### src/rtl/load_align_unit_if.sv
// Request, data-memory and response signals of the load-align unit.
// The unit connects through the slave modport; the core/memory side uses master.
interface load_align_if #(
    parameter int XLEN = 32
);
    logic              req_valid;
    logic              req_ready;
    logic [31:0]       req_addr;
    logic [2:0]        req_op;
    logic              mem_valid;
    logic [31:0]       mem_addr;
    logic              mem_ready;
    logic [XLEN-1:0]   mem_rdata;
    logic              rsp_valid;
    logic [XLEN-1:0]   rsp_data;
    logic              rsp_fault;

    modport slave (
        input  req_valid, req_addr, req_op, mem_ready, mem_rdata,
        output req_ready, mem_valid, mem_addr, rsp_valid, rsp_data, rsp_fault
    );

    modport master (
        output req_valid, req_addr, req_op, mem_ready, mem_rdata,
        input  req_ready, mem_valid, mem_addr, rsp_valid, rsp_data, rsp_fault
    );
endinterface

### src/rtl/load_align_unit.sv
// Load path: accepts one load, issues one or two aligned bus reads and
// returns the sign/zero-extended result (optionally splitting word-crossing loads).
module load_align_unit #(
    parameter int XLEN             = 32,
    parameter bit ALLOW_MISALIGNED = 1'b1
) (
    input  logic        clk,
    input  logic        resetn,
    load_align_if.slave bus
);
    localparam int          BYTES      = XLEN / 8;
    localparam int          OFFW       = $clog2(BYTES);
    localparam logic [31:0] ALIGN_MASK = ~(32'(BYTES) - 32'd1);

    typedef enum logic [1:0] {
        S_IDLE  = 2'd0,
        S_BEAT0 = 2'd1,
        S_BEAT1 = 2'd2,
        S_RESP  = 2'd3
    } state_t;

    state_t            r_state;
    state_t            w_next;

    logic [2:0]        r_op;
    logic [OFFW-1:0]   r_off;
    logic              r_two;
    logic [XLEN-1:0]   r_beat0;
    logic              r_mem_valid;
    logic [31:0]       r_mem_addr;
    logic              r_rsp_valid;
    logic              r_rsp_fault;
    logic [XLEN-1:0]   r_rsp_data;

    logic [4:0]        w_size;
    logic [4:0]        w_span;
    logic              w_two;
    logic              w_misaligned;
    logic              w_illegal;
    logic              w_req_fault;
    logic [XLEN-1:0]   w_beat_lo;
    logic [XLEN-1:0]   w_beat_hi;
    logic [XLEN-1:0]   w_aligned;
    logic [XLEN-1:0]   w_result;

    // Keep the low (8 << op[1:0]) bits; fill above with the sign bit for signed ops.
    function automatic logic [XLEN-1:0] extend_load(input logic [XLEN-1:0] raw,
                                                    input logic [2:0]      op);
        logic [XLEN-1:0] res;
        logic            sign;
        int              nbits;
        case (op[1:0])
            2'd0:    begin sign = raw[7];      nbits = 32'sd8;  end
            2'd1:    begin sign = raw[15];     nbits = 32'sd16; end
            2'd2:    begin sign = raw[31];     nbits = 32'sd32; end
            default: begin sign = raw[XLEN-1]; nbits = 32'sd64; end
        endcase
        sign = sign & ~op[2];
        for (int i = 32'sd0; i < XLEN; i++) begin
            res[i] = (i < nbits) ? raw[i] : sign;
        end
        return res;
    endfunction

    // Request decode: size, alignment, legality and whether a second beat is needed.
    always_comb begin
        w_size = 5'd1 << bus.req_op[1:0];
        case (bus.req_op[1:0])
            2'd0:    w_misaligned = 1'b0;
            2'd1:    w_misaligned = bus.req_addr[0];
            2'd2:    w_misaligned = |bus.req_addr[1:0];
            default: w_misaligned = |bus.req_addr[2:0];
        endcase
        w_illegal   = (bus.req_op == 3'd7) ||
                      ((XLEN == 32) && ((bus.req_op[1:0] == 2'd3) || (bus.req_op == 3'd6)));
        w_req_fault = w_illegal || (w_misaligned && !ALLOW_MISALIGNED);
        w_span      = 5'(bus.req_addr[OFFW-1:0]) + w_size;
        w_two       = (w_span > 5'(BYTES));
    end

    // Combine the beats: the second beat supplies the upper word of a crossing load.
    always_comb begin
        if (r_state == S_BEAT1) begin
            w_beat_lo = r_beat0;
            w_beat_hi = bus.mem_rdata;
        end else begin
            w_beat_lo = bus.mem_rdata;
            w_beat_hi = {XLEN{1'b0}};
        end
        w_aligned = XLEN'({w_beat_hi, w_beat_lo} >> {r_off, 3'b000});
        w_result  = extend_load(w_aligned, r_op);
    end

    // Next-state logic.
    always_comb begin
        w_next = r_state;
        case (r_state)
            S_IDLE: begin
                if (bus.req_valid) begin
                    if (w_req_fault) begin
                        w_next = S_RESP;
                    end else begin
                        w_next = S_BEAT0;
                    end
                end else begin
                    w_next = S_IDLE;
                end
            end
            S_BEAT0: begin
                if (bus.mem_ready) begin
                    if (r_two) begin
                        w_next = S_BEAT1;
                    end else begin
                        w_next = S_RESP;
                    end
                end else begin
                    w_next = S_BEAT0;
                end
            end
            S_BEAT1: begin
                if (bus.mem_ready) begin
                    w_next = S_RESP;
                end else begin
                    w_next = S_BEAT1;
                end
            end
            S_RESP:  w_next = S_IDLE;
            default: w_next = S_IDLE;
        endcase
    end

    // State register.
    always_ff @(posedge clk or negedge resetn) begin
        if (!resetn) begin
            r_state <= S_IDLE;
        end else begin
            r_state <= w_next;
        end
    end

    // Request capture and bus address sequencing.
    always_ff @(posedge clk or negedge resetn) begin
        if (!resetn) begin
            r_op        <= 3'd0;
            r_off       <= {OFFW{1'b0}};
            r_two       <= 1'b0;
            r_beat0     <= {XLEN{1'b0}};
            r_mem_valid <= 1'b0;
            r_mem_addr  <= 32'd0;
        end else begin
            r_mem_valid <= (w_next == S_BEAT0) || (w_next == S_BEAT1);
            if ((r_state == S_IDLE) && bus.req_valid) begin
                r_op  <= bus.req_op;
                r_off <= bus.req_addr[OFFW-1:0];
                r_two <= w_two;
                if (!w_req_fault) begin
                    r_mem_addr <= bus.req_addr & ALIGN_MASK;
                end
            end
            // The second beat address wraps naturally at the top of the 32-bit space.
            if ((r_state == S_BEAT0) && bus.mem_ready) begin
                r_beat0 <= bus.mem_rdata;
                if (r_two) begin
                    r_mem_addr <= r_mem_addr + 32'(BYTES);
                end
            end
        end
    end

    // Response strobe; data is held between responses and forced to 0 on a fault.
    always_ff @(posedge clk or negedge resetn) begin
        if (!resetn) begin
            r_rsp_valid <= 1'b0;
            r_rsp_fault <= 1'b0;
            r_rsp_data  <= {XLEN{1'b0}};
        end else begin
            r_rsp_valid <= (w_next == S_RESP);
            if (w_next == S_RESP) begin
                r_rsp_fault <= (r_state == S_IDLE);
                r_rsp_data  <= (r_state == S_IDLE) ? {XLEN{1'b0}} : w_result;
            end else begin
                r_rsp_fault <= 1'b0;
            end
        end
    end

    assign bus.req_ready = (r_state == S_IDLE);
    assign bus.mem_valid = r_mem_valid;
    assign bus.mem_addr  = r_mem_addr;
    assign bus.rsp_valid = r_rsp_valid;
    assign bus.rsp_data  = r_rsp_data;
    assign bus.rsp_fault = r_rsp_fault;
endmodule

### src/flat_wrapper.sv
// flat-port wrapper written by rule: the top's interface ports become plain ports
module load_align_unit_flat 
#(
    parameter int XLEN             = 32,
    parameter bit ALLOW_MISALIGNED = 1'b1
)
  (clk, resetn, bus_req_valid, bus_req_addr, bus_req_op, bus_mem_ready, bus_mem_rdata, bus_req_ready, bus_mem_valid, bus_mem_addr, bus_rsp_valid, bus_rsp_data, bus_rsp_fault);
  load_align_if #(.XLEN(XLEN)) bus_i ();
  input  logic clk;
  input  logic resetn;
  input wire logic [$bits(bus_i.req_valid)-1:0] bus_req_valid;
  input wire logic [$bits(bus_i.req_addr)-1:0] bus_req_addr;
  input wire logic [$bits(bus_i.req_op)-1:0] bus_req_op;
  input wire logic [$bits(bus_i.mem_ready)-1:0] bus_mem_ready;
  input wire logic [$bits(bus_i.mem_rdata)-1:0] bus_mem_rdata;
  output wire logic [$bits(bus_i.req_ready)-1:0] bus_req_ready;
  output wire logic [$bits(bus_i.mem_valid)-1:0] bus_mem_valid;
  output wire logic [$bits(bus_i.mem_addr)-1:0] bus_mem_addr;
  output wire logic [$bits(bus_i.rsp_valid)-1:0] bus_rsp_valid;
  output wire logic [$bits(bus_i.rsp_data)-1:0] bus_rsp_data;
  output wire logic [$bits(bus_i.rsp_fault)-1:0] bus_rsp_fault;
  assign bus_i.req_valid = bus_req_valid;
  assign bus_i.req_addr = bus_req_addr;
  assign bus_i.req_op = bus_req_op;
  assign bus_i.mem_ready = bus_mem_ready;
  assign bus_i.mem_rdata = bus_mem_rdata;
  assign bus_req_ready = bus_i.req_ready;
  assign bus_mem_valid = bus_i.mem_valid;
  assign bus_mem_addr = bus_i.mem_addr;
  assign bus_rsp_valid = bus_i.rsp_valid;
  assign bus_rsp_data = bus_i.rsp_data;
  assign bus_rsp_fault = bus_i.rsp_fault;
  load_align_unit #(.XLEN(XLEN), .ALLOW_MISALIGNED(ALLOW_MISALIGNED)) u_core (.clk(clk), .resetn(resetn), .bus(bus_i));
endmodule
### config.mk
export PLATFORM = sky130hd
export DESIGN_NAME = load_align_unit_flat
export DESIGN_NICKNAME = d
export VERILOG_FILES = /design/src/rtl/load_align_unit_if.sv /design/src/rtl/load_align_unit.sv /design/src/flat_wrapper.sv
export SDC_FILE = /design/constraint.sdc
export NUM_CORES = 1
export LEC_CHECK = 0
export ABC_CLOCK_PERIOD_IN_PS = 2800
export BUFFER_PORTS_ARGS = -buffer_cell sky130_fd_sc_hd__buf_2
export CAP_MARGIN = 10
export CORE_MARGIN = 4
export CORE_UTILIZATION = 55
export DETAILED_ROUTE_END_ITERATION = 10
export PLACE_DENSITY = 0.81
export SLEW_MARGIN = 20
export SYNTH_ARGS = -nofsm -noshare
export SYNTH_HDL_FRONTEND = slang
export SYNTH_SLANG_ARGS = --single-unit
export TNS_END_PERCENT = 100
### constraint.sdc
create_clock -name clk -period 2.8 [get_ports clk]
set_input_delay 0.42 -clock clk [delete_from_list [all_inputs] [get_ports clk]]
set_output_delay 0.42 -clock clk [all_outputs]
set_load 0.005 [all_outputs]
# After elaboration in Yosys (flattened, before gate mapping)
# Cells that the tools add are included.
[totals] register_bits=107 in_bits=71 wordCells=115 output_inout_bits=68
[classes] n_lt_le_gt_ge=33 n_bitwise=2 eq_ne=11 n_shift=2 n_mux=48 n_reduce_logical=7 addsub=2
[ops] op="2-to-1 mux 32 bit" count=7
[ops] op="less-than comparator 5 x 7 -> 1 bit (first input constant)" count=16
[ops] op="right shift 64 x 5 -> 32 bit" count=1
[ops] op="less-than comparator 4 x 7 -> 1 bit (first input constant)" count=8
[ops] op="2-to-1 mux 1 bit" count=35
[ops] op="adder 32 x 3 -> 32 bit (second input constant)" count=1
[ops] op="less-than comparator 3 x 7 -> 1 bit (first input constant)" count=4
[ops] op="case mux 7 bit (3 select lines)" count=1
[ops] op="less-than comparator 1 x 7 -> 1 bit (first input constant)" count=2
[ops] op="less-than comparator 2 x 7 -> 1 bit (first input constant)" count=2
[ops] op="== test 2 bit (second input constant)" count=6
[ops] op="case mux 2 bit (4 select lines)" count=1
[ops] op="== test 2 x 1 -> 1 bit (second input constant)" count=3
[ops] op="== test 3 bit (second input constant)" count=2
[ops] op="2-to-1 mux 2 bit" count=3
[ops] op="adder 2 x 5 -> 5 bit" count=1
[ops] op="> comparator 5 x 3 -> 1 bit (second input constant)" count=1
[ops] op="left shift 1 x 2 -> 5 bit (first input constant)" count=1
[ops] op="zero test 2 bit" count=2
[ops] op="logical OR 1 bit" count=3
[ops] op="logical AND 1 bit" count=2
[ops] op="case mux 1 bit (2 select lines)" count=1
[ops] op="bitwise AND 1 bit" count=1
[ops] op="NOT 1 bit" count=1

# Logic depth before layout (Yosys ltp)
# Gate-level depths: netlist (run 1).
[logic_depth] depth_word=8 depth_mapped=10 mapped_depth_nobuf=9

# Worst setup path before layout (run 1)
# No wires, ideal clock.
[synth_path] kind="register to register" from="register u_core.r_state[0]" to="register u_core.r_rsp_data[17], in the netlist u_core.bus.rsp_data[17]" setup_time_ns=0.122 path_stages_with_launch=11 synth_period_minus_slack_ns=2.607 path_slack_ns=0.193 arrival_time_ns=2.486 n_path_buf=3 required_ns=2.678 path_cell_list="dfrtp_1 > buf_4 > nand3b_1 > clkbuf_1 > o211ai_1 > ha_1 > o21ai_1 > a2111oi_2 > a32oi_2 > buf_4 > o2bb2ai_1"
[synth_between] word_cells_on_any_way=13 cone_classes="4 x eq/ne; 1 x shift; 6 x mux; 1 x bitwise; 1 x reduce/logical"
[synth_rtl] item="start, declared" line_no="load_align_unit.sv:22" rtl="state_t r_state;"
[synth_rtl] item="start signal, assigned" line_no="load_align_unit.sv:137" rtl="r_state <= w_next;"
[synth_rtl] item="== test 2 bit (tied with other cells)" line_no="load_align_unit.sv:97" rtl="case (r_state)"
[synth_rtl] item="case mux 2 bit (4 select lines) (*)" line_no="load_align_unit.sv:97"
[synth_rtl] item="via u_core.w_next[1]" line_no="load_align_unit.sv:23" rtl="state_t w_next;"
[synth_rtl] item="== test 2 bit (*)" line_no="load_align_unit.sv:178" rtl="if (w_next == S_RESP) begin"
[synth_rtl] item="end signal, assigned" line_no="load_align_unit.sv:175" rtl="r_rsp_data <= {XLEN{1'b0}};"
[synth_rtl] item="end signal, assigned" line_no="load_align_unit.sv:180" rtl="r_rsp_data <= (r_state == S_IDLE) ? {XLEN{1'b0}} : w_result;"
[synth_rtl] item="end, declared" line_no="load_align_unit.sv:33" rtl="logic [XLEN-1:0] r_rsp_data;"
# The timed path passes the listed nets; every way through them passes the cells marked *.
# A chain may end at the register's enable or synchronous reset.

# Worst setup path in the final report (run 1)
[layout_path] from="register u_core.r_state[1]" to="register u_core.r_rsp_data[20], in the netlist u_core.bus.rsp_data[20]"
# Same word-level chain as after synthesis.

==> flow_summary.toml, run 1 <==
[timing]
clock.fmax_mhz = 420
setup_viol = 0
fin_crit_sh_pct = 85.1
layout_min_cycle_time_ps = 2380
worst_slew_pin_slew_ps = 681
fin_worst_skew_ps = 11.9
slew-limit-headroom_pct = 54.6
fin_tns_setup_ps = 0
rsz0062_at_grt = "false"
hold_viol_final = 0
slew_violations = 0

[placed_design]
port_buffers = 138
gp_congestion = 0.938
dp_hpwl_mm = 12.1

[worst_setup_path]
required_ps = 3110
crit_chain = "nor2_1 -> nand2_1 -> o211ai_1 -> ha_1 -> o21ai_1 -> a2111oi_2 -> a32oi_2 -> buf_4 -> o2bb2ai_1"
cp-startpoint = "u_core.r_state[1]$_DFF_PN0_"
cpLargestDelayFamily = "compound AO/OA/AOI/OAI gates"
start_kind = "register"
path_max_fanout = 16
arrival_ps = 2690
critPathBufInv = 1
cp-end-kind = "register"
max_stage_delay_ps = 500
critPathKind = "register to register"
rr_startpoint = "u_core.r_state[1]$_DFF_PN0_"
critPathSlowestCell = "dfrtp_1"

[cts]
cts_htree_levels = 3
clockBufferDepth = 2
post_cts_resized = 0
cts_setup_buffers = 0
insertion_delay_ps = 380
cts.clk_slew.worst_paths_ps = 100
cts_root_buf = "clkbuf_8"
cts_tree = "built"
numCtsBuffers = 9
cts.sinks = 107

[finish]
drive_gt1_share_pct = 34.2
areaGrowthSynthToFinish_pct = 17.3
final_util_pct = 66.2
nets = 773
fillers = 867

[yosys]
yosysWarnings = 0
synth_commonest_cells = "dfrtp_1, mux2i_1, nor2_1"
syn_nets = 646
synth_most_common_cell = "dfrtp_1"
synthesis.area_um2 = 6140
synthDistinctLibCells = 56
ys_seq_area_share_pct = 43.6
synthArstFlopShare_pct = 100
netlist.area_leader.share_pct = 43.6
syn_inst = 571
synth_seq_cells = 107
synth.avg_cell_area_um2 = 10.8
ys_top_cells_by_area = "dfrtp_1, mux2i_1, mux2_2"
synth-main-ff-cell = "dfrtp_1"
yosys.area.top_type = "dfrtp_1"
synth_edf_count = 0

[drt]
drt-total-wl_mm = 16.7
drc = 0
drt-pass1-iter-count = 5
drt_iter0_markers = 499
via_count = 5421
wl_per_cell_um = 19.9
drtAntennaViolNets = 0
vias_per_cell = 6.43

[grt]
met1_usage_pct = 39.1
overflow = 0
grt_max_degree = 62
antenna_found_initial = 2
met3_usage_pct = 4.51
use_met2_pct = 40.9
grt_pass1_wl_mm = 27.9
grt_util_all_layers_pct = 27.1
grt_pass1_vias = 5383
busiest_layer = "met2"

[pwr]
p_leak_nw = 3.28
p_per_area_nw_per_um2 = 1110
ir_worst_vdd_uv = 506

[worst_hold_path]
min_path_type = "input pin to register"
worstHoldStart = "bus_req_addr[18]"

[die]
placementRows = 38
initial_utilization_pct = 56.4
dieArea_um2 = 12900
io_pins = 139
die_y_um = 114
die-width_um = 114
core_um2 = 10900

[job]
cap_violations = 0

[run_status]
status = "complete, no violations"
==> worst reg2reg max path, delay by kind of cell (launching register included) <==
kind	cells	cell delay [ps]
AND/OR/NAND/NOR	2	270
flip-flops	1	500
buffers and inverters	1	230
AO/OA/AOI/OAI	5	1060
adder cells (fa/ha/maj)	1	260
==> timing repair <==
item	CTS	global route
hold endpoints to repair	6	0
setup endpoints to repair	0	0
hold buffers	1	0
==> cell families after synthesis <==
logic type                 count (synthesis)  synth area share [%]
and+or+nand+nor                          157                  12.9
AOI/OAI and AO/OA                        145                  17.1
muxes                                    107                  21.5
DFF                                      107                  43.6
buffers and inverters                     51                  3.97
adders and majority gates                  4                 0.937
==> cells in the final DEF, fill, tap and decap left out, types with 21 or more instances in the layout <==
master	n
o21ai_0	30
buf_2	137
nor2_1	46
nand3_1	21
o2bb2ai_1	24
dfrtp_1	106
a21oi_1	22
mux2_2	41
nand2_1	36
mux2i_1	50
==> stage by stage <==
stage / hold WS [ps] / area [µm²] / power, mW / instances / setup WS [ps]
after floorplan: 124 / 6140 / 5.59 / 571 / 193
after global placement: 406 / 6980 / 6.70 / 826 / 600
after detailed placement: 416 / 6980 / 6.92 / 826 / 486
after CTS: 249 / 7200 / 7.99 / 842 / 429
after global routing: 248 / 7210 / 8.55 / 843 / 214
final: 263 / 7210 / 8.00 / 843 / 417
==> area by class of cell <==
class	instances	area [µm²]	area share, %
Antenna cell	1	2.50	0.0347
Timing Repair Buffer	156	868	12.1
Clock inverter	4	75.1	1.04
Tap cell	140	175	2.43
Multi-Input combinational cell	413	3220	44.7
Sequential cell	107	2680	37.2
Clock buffer	11	141	1.96
Inverter	11	41.3	0.573
==> final timing paths <==
| path | to | slack, ps | cells past startpoint |
|---|---|---|---|
| max | u_core.bus.rsp_data[20]$_DFFE_PN0P_ | 420 | 9 |
| min | u_core.bus.mem_addr[18]$_DFF_PN0_ | 260 | 2 |
| max in group asynchronous | u_core.r_off[0]$_DFFE_PN0P_ | 1510 | 3 |
| max reg2reg | u_core.bus.rsp_data[20]$_DFFE_PN0P_ | 420 | 9 |
| min in group asynchronous | u_core.bus.rsp_data[3]$_DFFE_PN0P_ | 540 | 2 |
| min reg2reg | u_core.bus.rsp_data[1]$_DFFE_PN0P_ | 500 | 1 |
==> metal layers <==
metal,wire [µm],share of wire [%]
met1,7080,42
met2,7780,46
met3,1420,8.5
met4,463,2.8
met5,7,0.042
==> where the power goes <==
| group | switching [mW] | leakage, nW | internal (mW) |
|---|---|---|---|
| combinational | 2.02 | 1.91 | 1.95 |
| sequential | 0.719 | 1.28 | 2.25 |
| clock | 0.529 | 0.102 | 0.524 |
==> flip-flops by register name, indices dropped and copies added (netlist names) <==
register	count
u_core.r_state	2
u_core.r_two	1
u_core.bus.rsp_data	32
u_core.bus.mem_valid	1
u_core.r_beat0	32
u_core.r_off	2
u_core.bus.rsp_fault	1
u_core.bus.mem_addr	32
u_core.r_op	3
u_core.bus.rsp_valid	1
Note: power is estimated with default switching activity, not from simulation.
==> inputs of run 2 (changes only) <==
Settings changed: CORE_MARGIN 4 to 1, CTS_CLUSTER_SIZE set to 24, MAX_ROUTING_LAYER set to met4.
==> run 2 against run 1 <==
- the flow now finishes with violations (hold timing)
- design area up 0.10%
- non-clock buffer count up 1
- highest routed layer is now met4
- total power up 0.38%
- largest cell class unchanged
- fmax down 0.45%
- critical path depth unchanged
- setup slack worse by 11 ps
- cell count up 0.24%
==> flow_summary.toml, run 2 (synthesis gave the netlist of run 1 again) <==
[placed_design]
postPlaceCellArea_um2 = 6980
place_inst = 828
dp_hpwl_mm = 11.8
port_buffers = 138
gp_congestion = 0.874
pre_cts_ws_ps = 417

[die]
initial_utilization_pct = 56.7
die_y_um = 108
dieArea_um2 = 11600
placementRows = 38
core_um2 = 10800
die-width_um = 108
io_pins = 139

[cts]
cts.sinks = 107
cts_htree_levels = 3
cts.clk_slew.worst_paths_ps = 120
cts_setup_buffers = 0
post_cts_resized = 0
ctsHoldBuffers = 0
clockBufferDepth = 2
cts_tree = "built"
cts_root_buf = "clkbuf_8"
insertion_delay_ps = 390
numCtsBuffers = 9

[timing]
slew_violations = 0
rsz0062_at_grt = "false"
fin_crit_sh_pct = 85.5
clock.fmax_mhz = 418
worst_slew_pin_slew_ps = 686
fin_tns_setup_ps = 0
layout_min_cycle_time_ps = 2390
setup_viol = 0
slew-limit-headroom_pct = 54.3
fin_worst_skew_ps = 20.4
final.setup.worst_slack_ps = 407
whs_ps = -5.68
hold_viol_final = 2

[finish]
final_util_pct = 66.5
drive_gt1_share_pct = 34.7
final_common_cell = "buf_2"
fin_cells = 845
design_area_um2 = 7210
areaGrowthSynthToFinish_pct = 17.4
final_cell_mix = "buf_2, dfrtp_1, mux2i_1, nor2_1, mux2_2"
nets = 774

[worst_hold_path]
min_path_type = "input pin to asynchronous set/reset pin"

[pwr]
ir_worst_vdd_uv = 503
p_leak_nw = 3.30
p_per_area_nw_per_um2 = 1110

[drt]
drt-pass1-iter-count = 5
via_count = 5393
routed.top_layer = "met4"
drt-total-wl_mm = 16.5
met2_length_mm = 7.82
drt_iter0_markers = 457
met1_length_mm = 6.98
wl_per_cell_um = 19.5
drc = 0
drtAntennaViolNets = 0
wl_met3_mm = 1.29
vias_per_cell = 6.38

[grt]
grt_pass1_vias = 5227
grt_pass1_wl_mm = 26.4
grt_max_degree = 69
antenna_found_initial = 1
grt_util_all_layers_pct = 30.5
overflow = 0

[worst_setup_path]
arrival_ps = 2700
critPathKind = "register to register"
r2r_cells = 9
rr_startpoint = "u_core.r_state[0]$_DFF_PN0_"
critPathSlowestCell = "dfrtp_1"
max_stage_delay_ps = 510
required_ps = 3110
critPathBufInv = 1
r2r_setup_slack_ps = 410
endpoint = "u_core.bus.rsp_data[17]$_DFFE_PN0P_"
start_kind = "register"
worstReg2RegEnd = "u_core.bus.rsp_data[17]$_DFFE_PN0P_"
cpLargestDelayFamily = "compound AO/OA/AOI/OAI gates"
crit_chain = "nor2_1 -> nand2_1 -> o211ai_1 -> ha_1 -> o21ai_1 -> a2111oi_2 -> a32oi_2 -> buf_4 -> o2bb2ai_1"
cp-end-kind = "register"
path_max_fanout = 16
crit_cells = 9
cp-startpoint = "u_core.r_state[0]$_DFF_PN0_"

[run_status]
status = "finished with violations"
violations = "hold timing"

[job]
cap_violations = 0
-- run 2: changes by cell type in the layout (fill, tap and decap cells not counted) --
cell	delta
dlygate4sd3_1	-1
clkinv_4	+1
buf_12	-1
clkbuf_1	-1
clkinvlp_4	-1
inv_6	+2
buf_4	+3
-- run 2: cell type report --
cell class / count / area, µm²
sequential: 107 / 2680
timing repair buffer: 157 / 861
antenna: 1 / 2.50
fill: 841 / 3630
clock inverter: 6 / 93.8
multi-input combinational: 413 / 3220
tap: 140 / 175
inverter: 11 / 41.3
clock buffer: 10 / 138
-- run 2: worst min-delay path by stage --
stage,slack [ps],endpoint,from,depth (start not counted)
floorplan,120,u_core.bus.mem_addr[0]$_DFFE_PN0P_,resetn,0
global placement,430,u_core.bus.rsp_data[3]$_DFFE_PN0P_,resetn,1
detailed placement,440,u_core.bus.rsp_data[13]$_DFFE_PN0P_,resetn,1
CTS,10,u_core.bus.rsp_data[13]$_DFFE_PN0P_,resetn,1
global route,40,u_core.bus.rsp_data[13]$_DFFE_PN0P_,resetn,1
finish,-6,u_core.bus.rsp_data[13]$_DFFE_PN0P_,resetn,1
-- run 2: metal layers --
metal,up-vias,GRT usage [%]
li1,2406,-
met1,2691,40.0
met2,255,46.9
met3,41,5.75
met4,0,12.5
met5,-,-
-- run 2: report_power, final --
group	switching, mW	internal, mW
registers	0.738	2.25
clock network	0.575	0.537
logic	1.99	1.93
-- run 2: metrics by stage --
step	total power [mW]	hold WS, ps
finish	8.03	-5.68
global route	8.52	37.4
CTS	7.98	10.8
detailed placement	6.87	436
global placement	6.66	431
floorplan	5.59	124
-- run 2: worst reg2reg max path, stage by stage, from the launching register on --
cell and delay [ps]:
dfrtp_1 510, nor2_1 180, nand2_1 90, o211ai_1 270
ha_1 230, o21ai_1 130, a2111oi_2 350, a32oi_2 150
buf_4 230, o2bb2ai_1 170
